## src/rtl/dmem_pkg.sv

```systemverilog
// Shared definitions for the data-memory arbiter: FSM encoding, beat count
// and the big-endian byte lane helper.
package dmem_pkg;

    typedef enum logic [2:0] {
        ST_INIT   = 3'd0,
        ST_IDLE   = 3'd1,
        ST_ACCESS = 3'd2,
        ST_LAST   = 3'd3,
        ST_ACK    = 3'd4
    } state_t;

    localparam int DEF_ADDR_W = 8;
    localparam int BEATS      = 4;

    // Lane 0 is the most significant byte, so it lands at the lowest address.
    function automatic logic [7:0] byte_lane(input logic [31:0] word, input logic [1:0] k);
        return word[31 - 8*int'(k) -: 8];
    endfunction

endpackage

```

## src/rtl/dmem_arbiter_byte_ram.sv

```systemverilog
// Single-ported byte-wide storage with a registered read (1-cycle latency).
module byte_ram
    import dmem_pkg::*;
#(
    parameter int ADDR_W = DEF_ADDR_W
) (
    input  logic              clk,
    input  logic              we,
    input  logic [ADDR_W-1:0] addr,
    input  logic [7:0]        wdata,
    output logic [7:0]        rdata
);

    logic [7:0] mem [0:(1<<ADDR_W)-1];

    always_ff @(posedge clk) begin
        if (we) begin
            mem[addr] <= wdata;
        end
        rdata <= mem[addr];
    end

endmodule

```

## src/rtl/dmem_arbiter.sv

```systemverilog
// Round-robin arbiter sharing one byte RAM between two word requesters;
// each word is moved as four big-endian byte beats, after a zero-clear on reset.
module dmem_arbiter
    import dmem_pkg::*;
#(
    parameter int ADDR_W         = DEF_ADDR_W,
    parameter bit CLEAR_ON_RESET = 1'b1
) (
    input  logic        CLK,
    input  logic        Reset,
    input  logic        m0_req,
    input  logic        m0_we,
    input  logic [31:0] m0_addr,
    input  logic [31:0] m0_wdata,
    output logic        m0_ack,
    output logic [31:0] m0_rdata,
    input  logic        m1_req,
    input  logic        m1_we,
    input  logic [31:0] m1_addr,
    input  logic [31:0] m1_wdata,
    output logic        m1_ack,
    output logic [31:0] m1_rdata,
    output logic        busy,
    output logic        init_done
);

    localparam state_t            RESET_STATE = CLEAR_ON_RESET ? ST_INIT : ST_IDLE;
    localparam logic [ADDR_W-1:0] LAST_ADDR   = '1;
    localparam logic [1:0]        LAST_BEAT   = 2'(BEATS - 1);

    state_t            state, next_state;
    logic [ADDR_W-1:0] init_cnt;
    logic [1:0]        beat;
    logic              grant, last_grant;
    logic              lat_we;
    logic [ADDR_W-1:0] lat_addr;
    logic [31:0]       lat_wdata;
    logic [23:0]       asm_q;

    logic              arb_valid, arb_port;
    logic              ram_we;
    logic [ADDR_W-1:0] ram_addr;
    logic [7:0]        ram_wdata, ram_rdata;
    logic              ack0_d, ack1_d, rd_load, busy_d, init_done_d;

    logic unused_addr_bits;
    assign unused_addr_bits = ^{m0_addr[31:ADDR_W], m1_addr[31:ADDR_W]};

    // On a tie the port not granted last wins; otherwise the lone requester.
    assign arb_valid = m0_req | m1_req;
    assign arb_port  = (m0_req && m1_req) ? ~last_grant : m1_req;

    byte_ram #(.ADDR_W(ADDR_W)) u_ram (
        .clk   (CLK),
        .we    (ram_we),
        .addr  (ram_addr),
        .wdata (ram_wdata),
        .rdata (ram_rdata)
    );

    always_ff @(posedge CLK) begin
        if (Reset) begin
            state      <= RESET_STATE;
            init_cnt   <= '0;
            beat       <= '0;
            grant      <= 1'b0;
            last_grant <= 1'b1;
            lat_we     <= 1'b0;
            lat_addr   <= '0;
            lat_wdata  <= '0;
            asm_q      <= '0;
        end else begin
            state    <= next_state;
            init_cnt <= (state == ST_INIT) ? init_cnt + ADDR_W'(1) : '0;
            beat     <= (state == ST_ACCESS) ? beat + 2'd1 : 2'd0;
            if (state == ST_IDLE && arb_valid) begin
                grant      <= arb_port;
                last_grant <= arb_port;
                lat_we     <= arb_port ? m1_we : m0_we;
                lat_addr   <= arb_port ? m1_addr[ADDR_W-1:0] : m0_addr[ADDR_W-1:0];
                lat_wdata  <= arb_port ? m1_wdata : m0_wdata;
            end
            // Read data trails the issuing beat by one cycle.
            if (state == ST_ACCESS && beat != 2'd0) begin
                asm_q <= {asm_q[15:0], ram_rdata};
            end
        end
    end

    always_comb begin
        next_state = state;
        case (state)
            ST_INIT:   if (init_cnt == LAST_ADDR) next_state = ST_IDLE;
            ST_IDLE:   if (arb_valid) next_state = ST_ACCESS;
            ST_ACCESS: if (beat == LAST_BEAT) next_state = lat_we ? ST_ACK : ST_LAST;
            ST_LAST:   next_state = ST_ACK;
            ST_ACK:    next_state = ST_IDLE;
            default:   next_state = ST_IDLE;
        endcase
    end

    always_comb begin
        ram_we      = 1'b0;
        ram_addr    = lat_addr + ADDR_W'(beat);
        ram_wdata   = byte_lane(lat_wdata, beat);
        if (state == ST_INIT) begin
            ram_we    = 1'b1;
            ram_addr  = init_cnt;
            ram_wdata = 8'h00;
        end else if (state == ST_ACCESS) begin
            ram_we    = lat_we;
        end
        ack0_d      = (next_state == ST_ACK) && (state != ST_ACK) && !grant;
        ack1_d      = (next_state == ST_ACK) && (state != ST_ACK) && grant;
        rd_load     = (state == ST_LAST);
        busy_d      = (next_state != ST_IDLE);
        init_done_d = init_done || !CLEAR_ON_RESET ||
                      (state == ST_INIT && next_state == ST_IDLE);
    end

    // Outputs are registered from next-cycle values so they line up with the state.
    always_ff @(posedge CLK) begin
        if (Reset) begin
            m0_ack    <= 1'b0;
            m1_ack    <= 1'b0;
            m0_rdata  <= '0;
            m1_rdata  <= '0;
            busy      <= (RESET_STATE != ST_IDLE);
            init_done <= 1'b0;
        end else begin
            m0_ack    <= ack0_d;
            m1_ack    <= ack1_d;
            busy      <= busy_d;
            init_done <= init_done_d;
            if (rd_load && !grant) m0_rdata <= {asm_q, ram_rdata};
            if (rd_load && grant)  m1_rdata <= {asm_q, ram_rdata};
        end
    end

endmodule

```

## config.mk

```make
export PLATFORM = sky130hd
export DESIGN_NAME = dmem_arbiter
export DESIGN_NICKNAME = d
export VERILOG_FILES = /design/src/rtl/dmem_pkg.sv /design/src/rtl/dmem_arbiter_byte_ram.sv /design/src/rtl/dmem_arbiter.sv
export SDC_FILE = /design/constraint.sdc
export NUM_CORES = 2
export LEC_CHECK = 0
export ABC_AREA = 1
export ABC_CLOCK_PERIOD_IN_PS = 15000
export CAP_MARGIN = 10
export CORE_ASPECT_RATIO = 0.5
export CORE_MARGIN = 1.5
export CORE_UTILIZATION = 45
export CTS_BUF_LIST = sky130_fd_sc_hd__clkbuf_4 sky130_fd_sc_hd__clkbuf_8
export DETAILED_ROUTE_END_ITERATION = 12
export SLEW_MARGIN = 20
export SYNTH_ARGS = -nofsm -noshare
export SYNTH_HDL_FRONTEND = slang
export SYNTH_SLANG_ARGS = --single-unit
```

## constraint.sdc

```tcl
create_clock -name CLK -period 15 [get_ports CLK]
set_clock_uncertainty 0.1 [all_clocks]
set_input_delay 3 -clock CLK [delete_from_list [all_inputs] [get_ports CLK]]
set_output_delay 3 -clock CLK [all_outputs]
set_load 0.005 [all_outputs]
```

==> reports/qor.yml <==
outcome: "completed"
synth_cells: 9254
crit_buf_inv: 5
setup_viol_count_final: 0
grt_pass1_wl_um: 377000
dieHeight_um: 324
finalCriticalPeriod_ns: 6.46
dp_slack_ns: 8.63
reg2regPathDepth: 19
track_usage_pct: 23.9
drv_slew: 0
final_util_pct: 50.3
num-fill-cells: 18422
cts_buffers: 328
vias_per_cell: 5.20
grt_overflow: 0
cp_max_fo: 144
synth-simple-area-share_pct: 25.3
drtPass1Iterations: 5
worst_pin_slew_ns: 1.37
power.total_mw: 12.2
rr_endpoint: "u_ram.rdata[4]$_DFF_P_"
synthDistinctLibCells: 38
crit_type: "register to register"
final_layout_size_suffix_gt1_share_pct: 6.83
areaGrowthSynthToFinish_pct: 10.9
period_share_pct: 43.0
rows: 117
cp_data_required_time_ns: 15.79
instances_no_fill: 12294
crit_path_start_kind: "register"
core-area_sq_um: 204000
post_cts_resized: 0
rsz0062_at_grt: "no"
seqCellArea_sq_um: 64600
max_slew_margin_pct: 8.77
crit_chain: "ha_1, fa_1, nand2_1, o21ai_4, buf_4, buf_4, buf_12, buf_12, buf_4, nand2_1, nand2_1, nand2_1, nand2_1, o21ai_0, nand2_1, nor2_1, nor2_1, nor2_1, nand2_1"
leakagePower_nw: 42.5
hold_class: "register to register"
ys_seq_area_share_pct: 69.9
ctsHoldBuffers: 0
timing.final.ws_setup_ns: 8.54
first_iter_violations: 7012
synth-xor-area-share_pct: 0.0284
synthesis.area_sq_um: 92500
wl_per_cell_um: 20.7
grt_antenna_before_repair: 11
slowest_stage: "buf_4"
layout.nets: 9456
final_area_sq_um: 103000
hold_viol: 0
drc: 0
reg2reg_from: "beat[0]$_SDFF_PP0_"
ant_nets: 0
setup.worst_path.end_class: "register"
synth_mux_area_share_pct: 0
root_buffer: "clkbuf_8"
syn_nets: 9394
grt_pass1_vias: 59320
r2r_slack_ns: 8.54
multi_input_area_sq_um: 25700
clk_pin_slew_ns: 0.06
synth_top_family_by_area: "simple AND/OR/NAND/NOR gates"
insertion_delay_ns: 0.95
clock_sink_count: 2204
critical-path-top-delay-family: "buffers and inverters"
synthAdderAreaFrac_pct: 0.0893
fp.dieW_um: 644
die-area_sq_um: 208000
min-delay-start: "m1_rdata[31]$_SDFFE_PP0P_"
port_buffers: 153
grt_max_degree: 191
setup_tns_ns: 0
place.gp.congestion: 0.816
cts.path.max_buffers: 4
clock.fmax_ghz: 0.155
post_cts_buffers: 0
boundaryPins: 202
vias: 63983
powerDensity_nw_per_um2: 119
cts_tree: "done"
maxCapViolCount: 0
start_util_pct: 45.4
synth-seq-cells: 2204
worstPathArrival_ns: 7.24
syn_area_per_cell_sq_um: 9.99
synth-compound-area-share_pct: 2.13
ys.warnings.count: 0
htreeDepth: 5
hold_depth: 2
worst_ir_drop_vdd_mv: 0.0683
hold_ws_ns: 0.360
crit_path_frequent_cell: "nand2_1"
dp_hpwl_um: 137000
wirelength_um: 255000
place_inst: 11723
whs_endpoint: "m1_rdata[31]$_SDFFE_PP0P_"
slowest_delay_ns: 0.80
placed_area_sq_um: 96500
[power by group]
group	switching (mW)	total, mW	internal (mW)
logic	0.611	0.814	0.202
registers	0.0216	6.65	6.63
clock network	2.29	4.71	2.41
[layout make-up]
cell class / instances / share of cell area, %
Antenna cell: 9 / 0.0220
Clock buffer: 465 / 5.47
Clock inverter: 97 / 0.447
Inverter: 43 / 0.165
Multi-Input combinational cell: 6482 / 25.1
Sequential cell: 2204 / 63.0
Tap cell: 2737 / 3.34
Timing Repair Buffer: 257 / 2.44
[flip-flops by register name, summed over array words and instances, names as in the netlist]
register and cells:
asm_q 24, beat 2, busy 1, grant 1, init_cnt 8, init_done 1
last_grant 1, lat_addr 8, lat_wdata 32, lat_we 1, m0_ack 1, m0_rdata 32
m1_ack 1, m1_rdata 32, state 3, u_ram.mem 2048, u_ram.rdata 8
[Yosys cell counts (all sizes together)]
master / count / area, sq um
buf: 211 / 1010
nand3: 373 / 1870
o311ai: 1 / 8.76
a31oi: 1 / 6.26
a221oi: 3 / 26.3
o21a: 2 / 15.0
clkbuf: 314 / 1180
nand2: 5194 / 19500
dfxtp: 156 / 3120
nor3: 6 / 56.3
xnor2: 1 / 8.76
ha: 5 / 62.6
nor4: 1 / 6.26
xor2: 2 / 17.5
nand4: 2 / 12.5
a22oi: 1 / 12.5
edfxtp: 2048 / 61500
o21ai: 247 / 1240
clkinv: 2 / 7.51
inv: 41 / 154
a21oi: 129 / 653
fa: 1 / 20.0
nor2: 511 / 1940
nor3b: 2 / 15.0
[worst reg2reg max path: stages, from the launching register on]
cell and delay (ns):
dfxtp_1 0.54, ha_1 0.37, fa_1 0.50, nand2_1 0.09
o21ai_4 0.15, buf_4 0.47, buf_4 0.56, buf_12 0.63
buf_12 0.71, buf_4 0.83, nand2_1 0.17, nand2_1 0.13
nand2_1 0.06, nand2_1 0.09, o21ai_0 0.17, nand2_1 0.38
nor2_1 0.18, nor2_1 0.12, nor2_1 0.09, nand2_1 0.09
[worst max path at each step]
stage                            start                        end  cells after the start  slack, ns
finish              beat[0]$_SDFF_PP0_     u_ram.rdata[4]$_DFF_P_                     19       8.54
global route        beat[0]$_SDFF_PP0_     u_ram.rdata[4]$_DFF_P_                     19       8.35
CTS                 beat[0]$_SDFF_PP0_     u_ram.rdata[4]$_DFF_P_                     19       8.63
detailed placement  beat[0]$_SDFF_PP0_     u_ram.rdata[4]$_DFF_P_                     19       8.63
global placement    beat[0]$_SDFF_PP0_     u_ram.rdata[4]$_DFF_P_                     19       8.65
floorplan           beat[0]$_SDFF_PP0_  u_ram.mem[0][6]$_DFFE_PP_                      6       5.36
[per-layer routing]
layer	vias to the layer above	global-route usage (%)	part of all wire, %
met2	2490	36.0	44
li1	30501	-	-
met1	30601	35.5	45
met5	-	0	0
met4	0	6.96	2.4
met3	391	4.35	8.5
[cell usage in the layout, fill, tap and decap left out, types with 3 or more instances in the layout]
master | Yosys | routed
o21ai_0 | 210 | 210
clkbuf_4 | 0 | 126
nor3_2 | 3 | 3
buf_4 | 2 | 89
nand3_1 | 372 | 370
clkinvlp_4 | 0 | 11
nor2_1 | 506 | 502
clkinv_2 | 0 | 13
dfxtp_1 | 156 | 156
ha_1 | 5 | 5
o21ai_1 | 35 | 35
inv_1 | 39 | 37
nand2_1 | 5191 | 5172
nand2_2 | 2 | 18
edfxtp_1 | 2048 | 2048
a21oi_1 | 127 | 118
a21oi_4 | 0 | 11
clkdlybuf4s50_1 | 0 | 152
nor2_4 | 1 | 7
a221oi_1 | 3 | 3
diode_2 | 0 | 9
clkinv_1 | 2 | 73
buf_12 | 0 | 14
clkbuf_8 | 0 | 339
[cell families (layout without fill, tap and decap cells)]
family,Yosys count,after routing
DFF,2204,2204
buffers and inverters,568,862
and+or+nand+nor,6089,6089
xor gates and xnor gates,3,3
AOI/OAI and AO/OA,384,384
other,0,9
adders and majority gates,6,6
No activity file was read; power rests on OpenSTA's default activity.
